`src/rtl/sap_pkg.sv`:
```
// Shared constants and ALU op encoding for the SAP datapath slice.
// No logic, so it has no latency.
// No flow control: the package has no handshake of its own.
package sap_pkg;

  localparam int DW  = 8;
  localparam int PCW = 4;

  typedef enum logic {
    ALU_ADD = 1'b0,
    ALU_SUB = 1'b1
  } alu_op_e;

endpackage

```
`src/rtl/sap_datapath_core_if.sv`:
```
// System-bus bundle exchanged between the datapath slice and external sources.
// Latency: combinational wires, none added.
// Backpressure: none; the control unit arbitrates the bus by cycle.
interface sap_datapath_core_if #(parameter int DW = 8);

  logic [DW-1:0] bus_in;
  logic [DW-1:0] bus_out;
  logic          bus_oe;

  // Datapath side: drives bus_out/bus_oe, sees what external sources drive.
  modport master (input bus_in, output bus_out, output bus_oe);

  // System side: drives bus_in, observes the datapath's contribution.
  modport slave (output bus_in, input bus_out, input bus_oe);

endinterface

```
`src/rtl/sap_reg.sv`:
```
// Generic load register with synchronous clear (used for A and B).
// Latency: one cycle from d/we to q.
// Backpressure: none; loads whenever we is high, clr wins over we.
module sap_reg #(
  parameter int W = 8
) (
  input  logic         clk,
  input  logic         clr,
  input  logic         we,
  input  logic [W-1:0] d,
  output logic [W-1:0] q
);

  // Clear dominates; otherwise load on write-enable, else hold.
  always_ff @(posedge clk) begin
    if (clr) begin
      q <= '0;
    end else if (we) begin
      q <= d;
    end
  end

endmodule

```
`src/rtl/sap_datapath_core.sv`:
```
// SAP datapath slice: PC, A/B registers, add/sub ALU with latched flags on one shared bus.
// Latency: bus_out/bus_oe combinational; pc_q/a_q/b_q/cf/zf update one edge after enables.
// Backpressure: none; the control unit owns the enables every cycle, clr overrides all.
module sap_datapath_core
  import sap_pkg::*;
#(
  parameter int DW  = sap_pkg::DW,
  parameter int PCW = sap_pkg::PCW
) (
  input  logic                  clk,
  input  logic                  clr,
  sap_datapath_core_if.master   sys,
  input  logic                  pc_oe,
  input  logic                  pc_jmp,
  input  logic                  pc_inc,
  input  logic                  a_we,
  input  logic                  a_oe,
  input  logic                  b_we,
  input  logic                  b_oe,
  input  logic                  sum_oe,
  input  logic                  sub,
  input  logic                  flags_we,
  output logic [PCW-1:0]        pc_q,
  output logic [DW-1:0]         a_q,
  output logic [DW-1:0]         b_q,
  output logic                  cf,
  output logic                  zf
);

  logic [DW-1:0] bus_int;
  logic [DW-1:0] pc_ext;
  logic [DW-1:0] b_op;
  logic [DW:0]   alu_full;
  logic [DW-1:0] alu_res;
  logic          alu_c;
  logic          is_sub;

  // ALU: subtract is A + ~B + 1, so the carry out means "no borrow".
  always_comb begin
    is_sub   = (sub == ALU_SUB);
    b_op     = is_sub ? ~b_q : b_q;
    alu_full = {1'b0, a_q} + {1'b0, b_op} + {{DW{1'b0}}, is_sub};
    alu_res  = alu_full[DW-1:0];
    alu_c    = alu_full[DW];
  end

  // Shared bus: fixed priority PC > A > B > ALU, falls back to the external bus.
  always_comb begin
    pc_ext            = '0;
    pc_ext[PCW-1:0]   = pc_q;
    bus_int           = sys.bus_in;
    if (pc_oe) begin
      bus_int = pc_ext;
    end else if (a_oe) begin
      bus_int = a_q;
    end else if (b_oe) begin
      bus_int = b_q;
    end else if (sum_oe) begin
      bus_int = alu_res;
    end
  end

  assign sys.bus_out = bus_int;
  assign sys.bus_oe  = pc_oe | a_oe | b_oe | sum_oe;

  // Program counter: clear, then jump, then increment (wraps naturally).
  always_ff @(posedge clk) begin
    if (clr) begin
      pc_q <= '0;
    end else if (pc_jmp) begin
      pc_q <= bus_int[PCW-1:0];
    end else if (pc_inc) begin
      pc_q <= pc_q + 1'b1;
    end
  end

  // Flags capture the pre-edge ALU outcome only when asked.
  always_ff @(posedge clk) begin
    if (clr) begin
      cf <= 1'b0;
      zf <= 1'b0;
    end else if (flags_we) begin
      cf <= alu_c;
      zf <= (alu_res == '0);
    end
  end

  sap_reg #(.W(DW)) u_reg_a (
    .clk (clk),
    .clr (clr),
    .we  (a_we),
    .d   (bus_int),
    .q   (a_q)
  );

  sap_reg #(.W(DW)) u_reg_b (
    .clk (clk),
    .clr (clr),
    .we  (b_we),
    .d   (bus_int),
    .q   (b_q)
  );

endmodule

```
`src/flat_wrapper.sv`:
```
// flat-port wrapper written by rule: the top's interface ports become plain ports
module sap_datapath_core_flat import sap_pkg::*;
#(
  parameter int DW  = sap_pkg::DW,
  parameter int PCW = sap_pkg::PCW
)
  (clk, clr, pc_oe, pc_jmp, pc_inc, a_we, a_oe, b_we, b_oe, sum_oe, sub, flags_we, pc_q, a_q, b_q, cf, zf, sys_bus_in, sys_bus_out, sys_bus_oe);
  sap_datapath_core_if #(.DW(DW)) sys_i ();
  input  logic clk;
  input  logic clr;
  input  logic pc_oe;
  input  logic pc_jmp;
  input  logic pc_inc;
  input  logic a_we;
  input  logic a_oe;
  input  logic b_we;
  input  logic b_oe;
  input  logic sum_oe;
  input  logic sub;
  input  logic flags_we;
  output logic [PCW-1:0] pc_q;
  output logic [DW-1:0] a_q;
  output logic [DW-1:0] b_q;
  output logic cf;
  output logic zf;
  input wire logic [$bits(sys_i.bus_in)-1:0] sys_bus_in;
  output wire logic [$bits(sys_i.bus_out)-1:0] sys_bus_out;
  output wire logic [$bits(sys_i.bus_oe)-1:0] sys_bus_oe;
  assign sys_i.bus_in = sys_bus_in;
  assign sys_bus_out = sys_i.bus_out;
  assign sys_bus_oe = sys_i.bus_oe;
  sap_datapath_core #(.DW(DW), .PCW(PCW)) u_core (.clk(clk), .clr(clr), .sys(sys_i), .pc_oe(pc_oe), .pc_jmp(pc_jmp), .pc_inc(pc_inc), .a_we(a_we), .a_oe(a_oe), .b_we(b_we), .b_oe(b_oe), .sum_oe(sum_oe), .sub(sub), .flags_we(flags_we), .pc_q(pc_q), .a_q(a_q), .b_q(b_q), .cf(cf), .zf(zf));
endmodule
```
`config.mk`:
```
export PLATFORM = sky130hd
export DESIGN_NAME = sap_datapath_core_flat
export DESIGN_NICKNAME = d
export VERILOG_FILES = /design/src/rtl/sap_pkg.sv /design/src/rtl/sap_datapath_core_if.sv /design/src/rtl/sap_reg.sv /design/src/rtl/sap_datapath_core.sv /design/src/flat_wrapper.sv
export SDC_FILE = /design/constraint.sdc
export NUM_CORES = 1
export LEC_CHECK = 0
export ABC_CLOCK_PERIOD_IN_PS = 2800
export BUFFER_PORTS_ARGS = -buffer_cell sky130_fd_sc_hd__clkbuf_2
export CORE_UTILIZATION = 49
export CTS_BUF_LIST = sky130_fd_sc_hd__clkbuf_4
export CTS_CLUSTER_SIZE = 25
export DETAILED_ROUTE_END_ITERATION = 8
export MAX_ROUTING_LAYER = met4
export PLACE_DENSITY_LB_ADDON = 0.1
export SLEW_MARGIN = 10
export SYNTH_ARGS = -nofsm -noshare
export SYNTH_HDL_FRONTEND = slang
export SYNTH_SLANG_ARGS = --single-unit
```
`constraint.sdc`:
```
create_clock -name clk -period 2.8 [get_ports clk]
set_clock_uncertainty 0.1 [all_clocks]
set_input_delay 0.56 -clock clk [delete_from_list [all_inputs] [get_ports clk]]
set_output_delay 0.56 -clock clk [all_outputs]
set_load 0.1 [all_outputs]
```
==> results of run 1 <==
[synthesized netlist by cell type (all sizes together), types with 2 or more instances]
library cell and count:
dfxtp 22, nor2 28, nor2b 7, nand3 2
o21a 2, nand2b 3, nand2 13, o31ai 2
nand3b 2, o21ai 17, o32ai 2, buf 5
a211oi 10, mux2i 8, nand4 3, nor3b 2
clkbuf 7, xnor2 6, a32o 2, a21o 3
a31oi 2, ha 10, and3 4, a211o 2
a21oi 15, inv 13, nor3 3, a22o 2
xor2 9
[repair_timing]
item                       CTS  global route
pin swaps                   13            22
resized for setup           20            15
hold buffers                 0             0
hold endpoints to repair     0             0
setup endpoints to repair    7             7
setup buffers                8             8
[worst max-delay path, cell delays in order]
cell       delay [ns]
clkbuf_16        0.16
buf_4            0.14
xor2_2           0.15
ha_4             0.25
nand2_1          0.10
o21ai_0          0.08
a22o_1           0.20
a211oi_2         0.32
or3_4            0.20
and3_4           0.19
buf_12           0.17
[routing by layer]
metal	global-route usage (%)	routed length, um	up-vias
li1	-	-	989
met1	35.3	2420	985
met2	56.4	3050	127
met3	5.29	472	14
met4	7.56	111	0
met5	-	0	-
[final timing paths]
check                                    from                          end  slack (ns)  depth (start not counted)
max                                       sub               sys_bus_out[7]       -0.41                         11
min reg2reg            u_core.cf$_SDFFE_PP0P_       u_core.cf$_SDFFE_PP0P_        0.42                          2
max reg2reg  u_core.u_reg_b.q[2]$_SDFFE_PP0P_  u_core.pc_q[3]$_SDFFE_PP0P_        0.27                         11
min                                  flags_we       u_core.cf$_SDFFE_PP0P_        0.40                          2
[power by group]
group	switching (mW)	total (mW)	internal, mW	leakage (nW)
clock network	0.105	0.171	0.0656	0.0184
registers	0.0250	0.357	0.332	0.188
logic	0.470	0.787	0.317	1.10
[area by class of cell]
| class | count | area (sq um) |
|---|---|---|
| inverter | 13 | 56.3 |
| fill | 199 | 470 |
| multi-input combinational | 174 | 1510 |
| sequential | 22 | 470 |
| tap | 46 | 57.6 |
| timing repair buffer | 106 | 817 |
| clock buffer | 4 | 30.0 |
[registers in the layout (all words and copies together), names as in the netlist]
name              flops
u_core.cf             1
u_core.u_reg_a.q      8
u_core.u_reg_b.q      8
u_core.zf             1
u_core.pc_q           4
[kinds of logic after synthesis]
| group | Yosys count |
|---|---|
| mux | 8 |
| buf+inv | 25 |
| compound gates | 69 |
| xor+xnor | 15 |
| flops | 22 |
| simple gates | 71 |
| fa+ha+maj | 11 |
==> metrics.log, run 1 <==
INFO  metric die_y = 62.5 um
INFO  metric finish.net_count = between 300 and 400
INFO  metric number_of_failing_hold_endpoints_at_the_final_stage = 0
INFO  metric yosysWarnings = 0
INFO  metric top_cell_type_s_share_of_synthesized_area = 24.5%
INFO  metric path_clk_slew = about 0.12 ns
INFO  metric initial_core_util = 52.5%
INFO  metric worst_hold_path_type = in2reg
INFO  metric synth_flop_cell = dfxtp_1
INFO  metric pin_count_of_the_biggest_net_entering_global_routing = 17
INFO  metric die_area = between 0.003 and 0.004 sq mm
INFO  metric number_of_synthesized_flops_with_an_enable_pin = 0
INFO  metric synth_top_cells_by_area = dfxtp_1 25%, ha_1 7.0%, nor2_1 5.9%, clkbuf_8 4.6%, mux2i_1 4.5%
INFO  metric antenna_found_initial = 0
INFO  metric vias_in_the_first_global_route = 1,966
INFO  metric clock_tree_from_tritoncts = built
INFO  metric design_power_total = ~1.3 mW
INFO  metric grt_remaining_overflow = 0
INFO  metric non_filler_cell_area_final = around 0.003 sq mm
INFO  metric yosysTopAreaCell = dfxtp_1
INFO  metric worstSetupStartpointType = input pin
INFO  metric result_of_the_run = finished with violations
INFO  metric layout_worst_path_cycle_share = 114%
INFO  metric firstDrtPassIters = 7
INFO  metric gp_weighted_congestion = between 0.8 and 0.9
INFO  metric hpwlAfterDp = roughly 4.2 mm
INFO  metric vias_per_cell = 5.79
INFO  metric syn-mean-instance-area = about 8 sq um
INFO  metric crit_required = 2.14 ns
INFO  metric synth_simple_gate_area_share = 19.3%
INFO  metric cts-root-buf = clkbuf_4
INFO  metric antenna-diode-count = 0
INFO  metric max_freq = just over 300 MHz
INFO  metric drv_slew = 0
INFO  metric seq_area_frac_synth = between 20% and 30%
INFO  metric layout_commonest_cell = buf_4
INFO  metric count_of_placed_standard_cells_in_the_final_layout_fillers_left_out = between 300 and 400
INFO  metric global_route.usage.total = 31.1%
INFO  metric cts_made_buffers = 3
INFO  metric synthesis.nets = roughly 250
INFO  metric place_worst_setup_slack = -0.542 ns
INFO  metric first_pass_grt_wire_length = roughly 9.3 mm
INFO  metric cts_buffer_depth = 2
INFO  metric summed_instance_area_of_the_synthesized_netlist = 0.00179 sq mm
INFO  metric std_cell_rows = 21
INFO  metric synth.lib_cells_used.distinct = between 50 and 60
INFO  metric finalCoreUtilization = a little under nine tenths
INFO  metric yosys-mux-area-fraction = under 10%
INFO  metric setup_viol = 7
INFO  metric max_cap_violations = 0
INFO  metric coreArea = between 0.003 and 0.004 sq mm
INFO  metric timing.critical_path.fanout_max = 8
INFO  metric post-place-cells = approximately 350
INFO  metric timing.setup.tns = -2.04 ns
INFO  metric slew-limit-headroom = a little under two thirds
INFO  metric failed_checks = negative setup slack
INFO  metric largest_family_of_logic_cells_by_synthesized_area = compound AO/OA/AOI/OAI gates
INFO  metric antenna_violating_nets_post_route = 0
INFO  metric synth-compound-area-share = a little over a quarter
INFO  metric period_needed = roughly 3.2 ns
INFO  metric cts-htree-levels = 1
INFO  metric critPathKind = in2out
INFO  metric count_of_input_and_output_buffers = 50
INFO  metric clock_sink_count = 22
INFO  metric post_synth_xor_area_fraction = 7.32%
INFO  metric route.vias.total = 2,115
INFO  metric totalWireLength = a little over 6 mm
INFO  metric peakVddDrop = ~0.35 mV
INFO  metric layout-drive-gt1-share = 54.2%
INFO  metric drc_violations = 0
INFO  metric layout_stage_area_growth_over_the_synthesis_result = 64.2%
INFO  metric worst_slack = -0.405 ns
INFO  metric layout.cells.most_common_list = 56 x buf_4, 40 x clkbuf_2, 27 x nor2_1
INFO  metric synth_fa_ha_area_share = 8.09%
INFO  metric power_per_cell_area = about 450 mW/mm^2
INFO  metric max_slew.worst_pin.slew = around 0.55 ns
INFO  metric static-leakage-power = around 1.3 nW
INFO  metric critPathArrivalTime = roughly 2.6 ns
INFO  metric end_kind = primary output
INFO  metric ys_async_sr_fraction = 0%
INFO  metric drt_iter0_drc = 211
INFO  metric detail_route.wl_per_cell = around 17 um
INFO  metric unrepaired_setup_endpoints_after_global_routing = true
INFO  metric io_pins = between 50 and 60
INFO  metric detailed_place.area = about 0.0026 sq mm
INFO  metric syn_inst = around 220
INFO  metric clock_insertion_delay_at_the_later_pin_of_the_skew_report = ~0.32 ns
INFO  metric ys_ff_latch = 22
INFO  metric die_w = 62.5 um
INFO  metric fin_worst_hold_slack = around 0.4 ns
(Power assumes the default switching activity.)
==> inputs of run 2 (changes only) <==
ABC_CLOCK_PERIOD_IN_PS = 3800   (was 2800)
CORE_UTILIZATION = 50   (was 49)
clock period = 3.8 ns   (was 2.8 ns; I/O delays follow)
==> metrics.log, run 2 (synthesis gave the netlist of run 1 again) <==
INFO  metric route.vias.total = roughly 1,800
INFO  metric crit_required = between 2 and 3 ns
INFO  metric critical_register_to_register_path_endpoint = u_core.u_reg_b.q[5]$_SDFFE_PP0P_
INFO  metric hpwlAfterDp = 3.67 mm
INFO  metric vias_per_cell = 5.76
INFO  metric max_freq = between 200 and 300 MHz
INFO  metric antenna_violating_nets_post_route = 0
INFO  metric unrepaired_setup_endpoints_after_global_routing = true
INFO  metric count_of_placed_standard_cells_in_the_final_layout_fillers_left_out = between 300 and 400
INFO  metric pin_count_of_the_biggest_net_entering_global_routing = 26
INFO  metric coreArea = 0.00339 sq mm
INFO  metric gp_weighted_congestion = ~0.86
INFO  metric std_cell_rows = 21
INFO  metric result_of_the_run = finished, final reports clean
INFO  metric worst_hold_path_type = reg2reg
INFO  metric period_needed = roughly 3.7 ns
INFO  metric r2r-start = u_core.u_reg_b.q[2]$_SDFFE_PP0P_
INFO  metric critPathKind = in2out
INFO  metric firstDrtPassIters = 4
INFO  metric max_cap_violations = 0
INFO  metric drc_violations = 0
INFO  metric clock_sink_count = 22
INFO  metric number_of_failing_hold_endpoints_at_the_final_stage = 0
INFO  metric die_y = a little over 60 um
INFO  metric end_kind = primary output
INFO  metric cts-root-buf = clkbuf_4
INFO  metric design_power_total = roughly 800 uW
INFO  metric r2r_cells = 10
INFO  metric slew-limit-headroom = 64.1%
INFO  metric global_route.usage.total = between 20% and 30%
INFO  metric timing.critical_path.fanout_max = 6
INFO  metric cts.hold.buffers_added = 0
INFO  metric initial_core_util = 52.9%
INFO  metric finish.net_count = 307
INFO  metric post-place-cells = ~320
INFO  metric drv_slew = 0
INFO  metric first_pass_grt_wire_length = 7.55 mm
INFO  metric vias_in_the_first_global_route = between 1,500 and 2,000
INFO  metric critPathArrivalTime = ~2.9 ns
INFO  metric layout-drive-gt1-share = about a third
INFO  metric biggestRegsByFlops = u_core.u_reg_a.q x8, u_core.u_reg_b.q x8, u_core.pc_q x4
INFO  metric antenna-diode-count = 0
INFO  metric grt_remaining_overflow = 0
INFO  metric io_pins = 51
INFO  metric cts_buffer_depth = 2
INFO  metric power_per_cell_area = 346 mW/mm^2
INFO  metric totalWireLength = around 4.8 mm
INFO  metric path_clk_slew = roughly 0.11 ns
INFO  metric clock_tree_from_tritoncts = built
INFO  metric max_slew.worst_pin.slew = 0.542 ns
INFO  metric layout_commonest_cell = clkbuf_2
INFO  metric die_area = 0.00383 sq mm
INFO  metric detail_route.wl_per_cell = about 15 um
INFO  metric worst_slack = 0.0771 ns
INFO  metric capture_point_of_the_critical_path = sys_bus_out[7]
INFO  metric layout_worst_path_cycle_share = between 90% and 100%
INFO  metric static-leakage-power = a little over 1 nW
INFO  metric setup_viol = 0
INFO  metric count_of_input_and_output_buffers = 50
INFO  metric antenna_found_initial = 0
INFO  metric drt_iter0_drc = around 170
INFO  metric die_w = 61.9 um
INFO  metric layout.cells.most_common_list = 42 x clkbuf_2, 27 x nor2_1, 15 x dfxtp_1
INFO  metric peakVddDrop = between 0.2 and 0.3 mV
INFO  metric place_worst_setup_slack = ~0.016 ns
INFO  metric cts_made_buffers = 3
INFO  metric startpoint = sub
INFO  metric reg2reg_setup_slack = around 1.3 ns
INFO  metric clock_insertion_delay_at_the_later_pin_of_the_skew_report = approximately 0.31 ns
INFO  metric cts-htree-levels = 1
INFO  metric worstSetupStartpointType = input pin
INFO  metric layout_stage_area_growth_over_the_synthesis_result = 27.5%
==> run 2: per-layer routing <==
| metal | wire length [um] | global-route usage [%] | vias up |
|---|---|---|---|
| met5 | 0 | - | - |
| met4 | 34 | 4.44 | 0 |
| met3 | 325 | 5.38 | 4 |
| met2 | 2310 | 45.6 | 85 |
| met1 | 2120 | 35.6 | 854 |
| li1 | - | - | 906 |
==> run 2: worst max-delay path, cell delays in order <==
cell,delay [ns]
clkbuf_4,0.16
buf_4,0.16
xor2_1,0.14
ha_2,0.39
nand2_1,0.10
o21ai_1,0.14
a22o_1,0.17
a211oi_2,0.06
or3_1,0.36
and3_2,0.24
buf_12,0.17
==> run 2: timing repair <==
action,4_1_cts,5_1_grt
buffers inserted,0,0
setup endpoints to repair,0,5
gates resized for setup,0,13
==> run 2: how the worst min path moves through the flow <==
stage	cells after the start	slack, ns	start	endpoint
CTS	2	0.42	u_core.cf$_SDFFE_PP0P_	u_core.cf$_SDFFE_PP0P_
detailed placement	2	0.40	u_core.cf$_SDFFE_PP0P_	u_core.cf$_SDFFE_PP0P_
global placement	2	0.40	u_core.cf$_SDFFE_PP0P_	u_core.cf$_SDFFE_PP0P_
floorplan	2	0.61	u_core.u_reg_b.q[1]$_SDFFE_PP0P_	u_core.u_reg_b.q[1]$_SDFFE_PP0P_
finish	2	0.41	u_core.cf$_SDFFE_PP0P_	u_core.cf$_SDFFE_PP0P_
global route	2	0.43	u_core.cf$_SDFFE_PP0P_	u_core.cf$_SDFFE_PP0P_
==> run 2: cell type report <==
type / count / area (sq um)
sequential: 22 / 449
timing repair buffer: 62 / 448
inverter: 13 / 48.8
multi-input combinational: 174 / 1260
tap: 46 / 57.6
fill: 299 / 1100
clock buffer: 3 / 22.5
clock inverter: 1 / 3.75
==> run 2: power breakdown <==
group          total, mW  switching (mW)  internal, mW
clock              0.108          0.0701        0.0383
sequential         0.263          0.0185         0.245
combinational      0.420           0.288         0.132
==> run 2: through the flow <==
stage | cell area, sq um | setup TNS (ns) | hold slack, ns | util [%]
after floorplan | 1840 | -0.152 | 0.613 | -
after global placement | 2210 | 0 | 0.396 | 65.1
after detailed placement | 2210 | 0 | 0.400 | 65.1
after CTS | 2230 | 0 | 0.416 | 65.9
after global routing | 2290 | 0 | 0.432 | 67.5
final | 2290 | 0 | 0.409 | 67.5
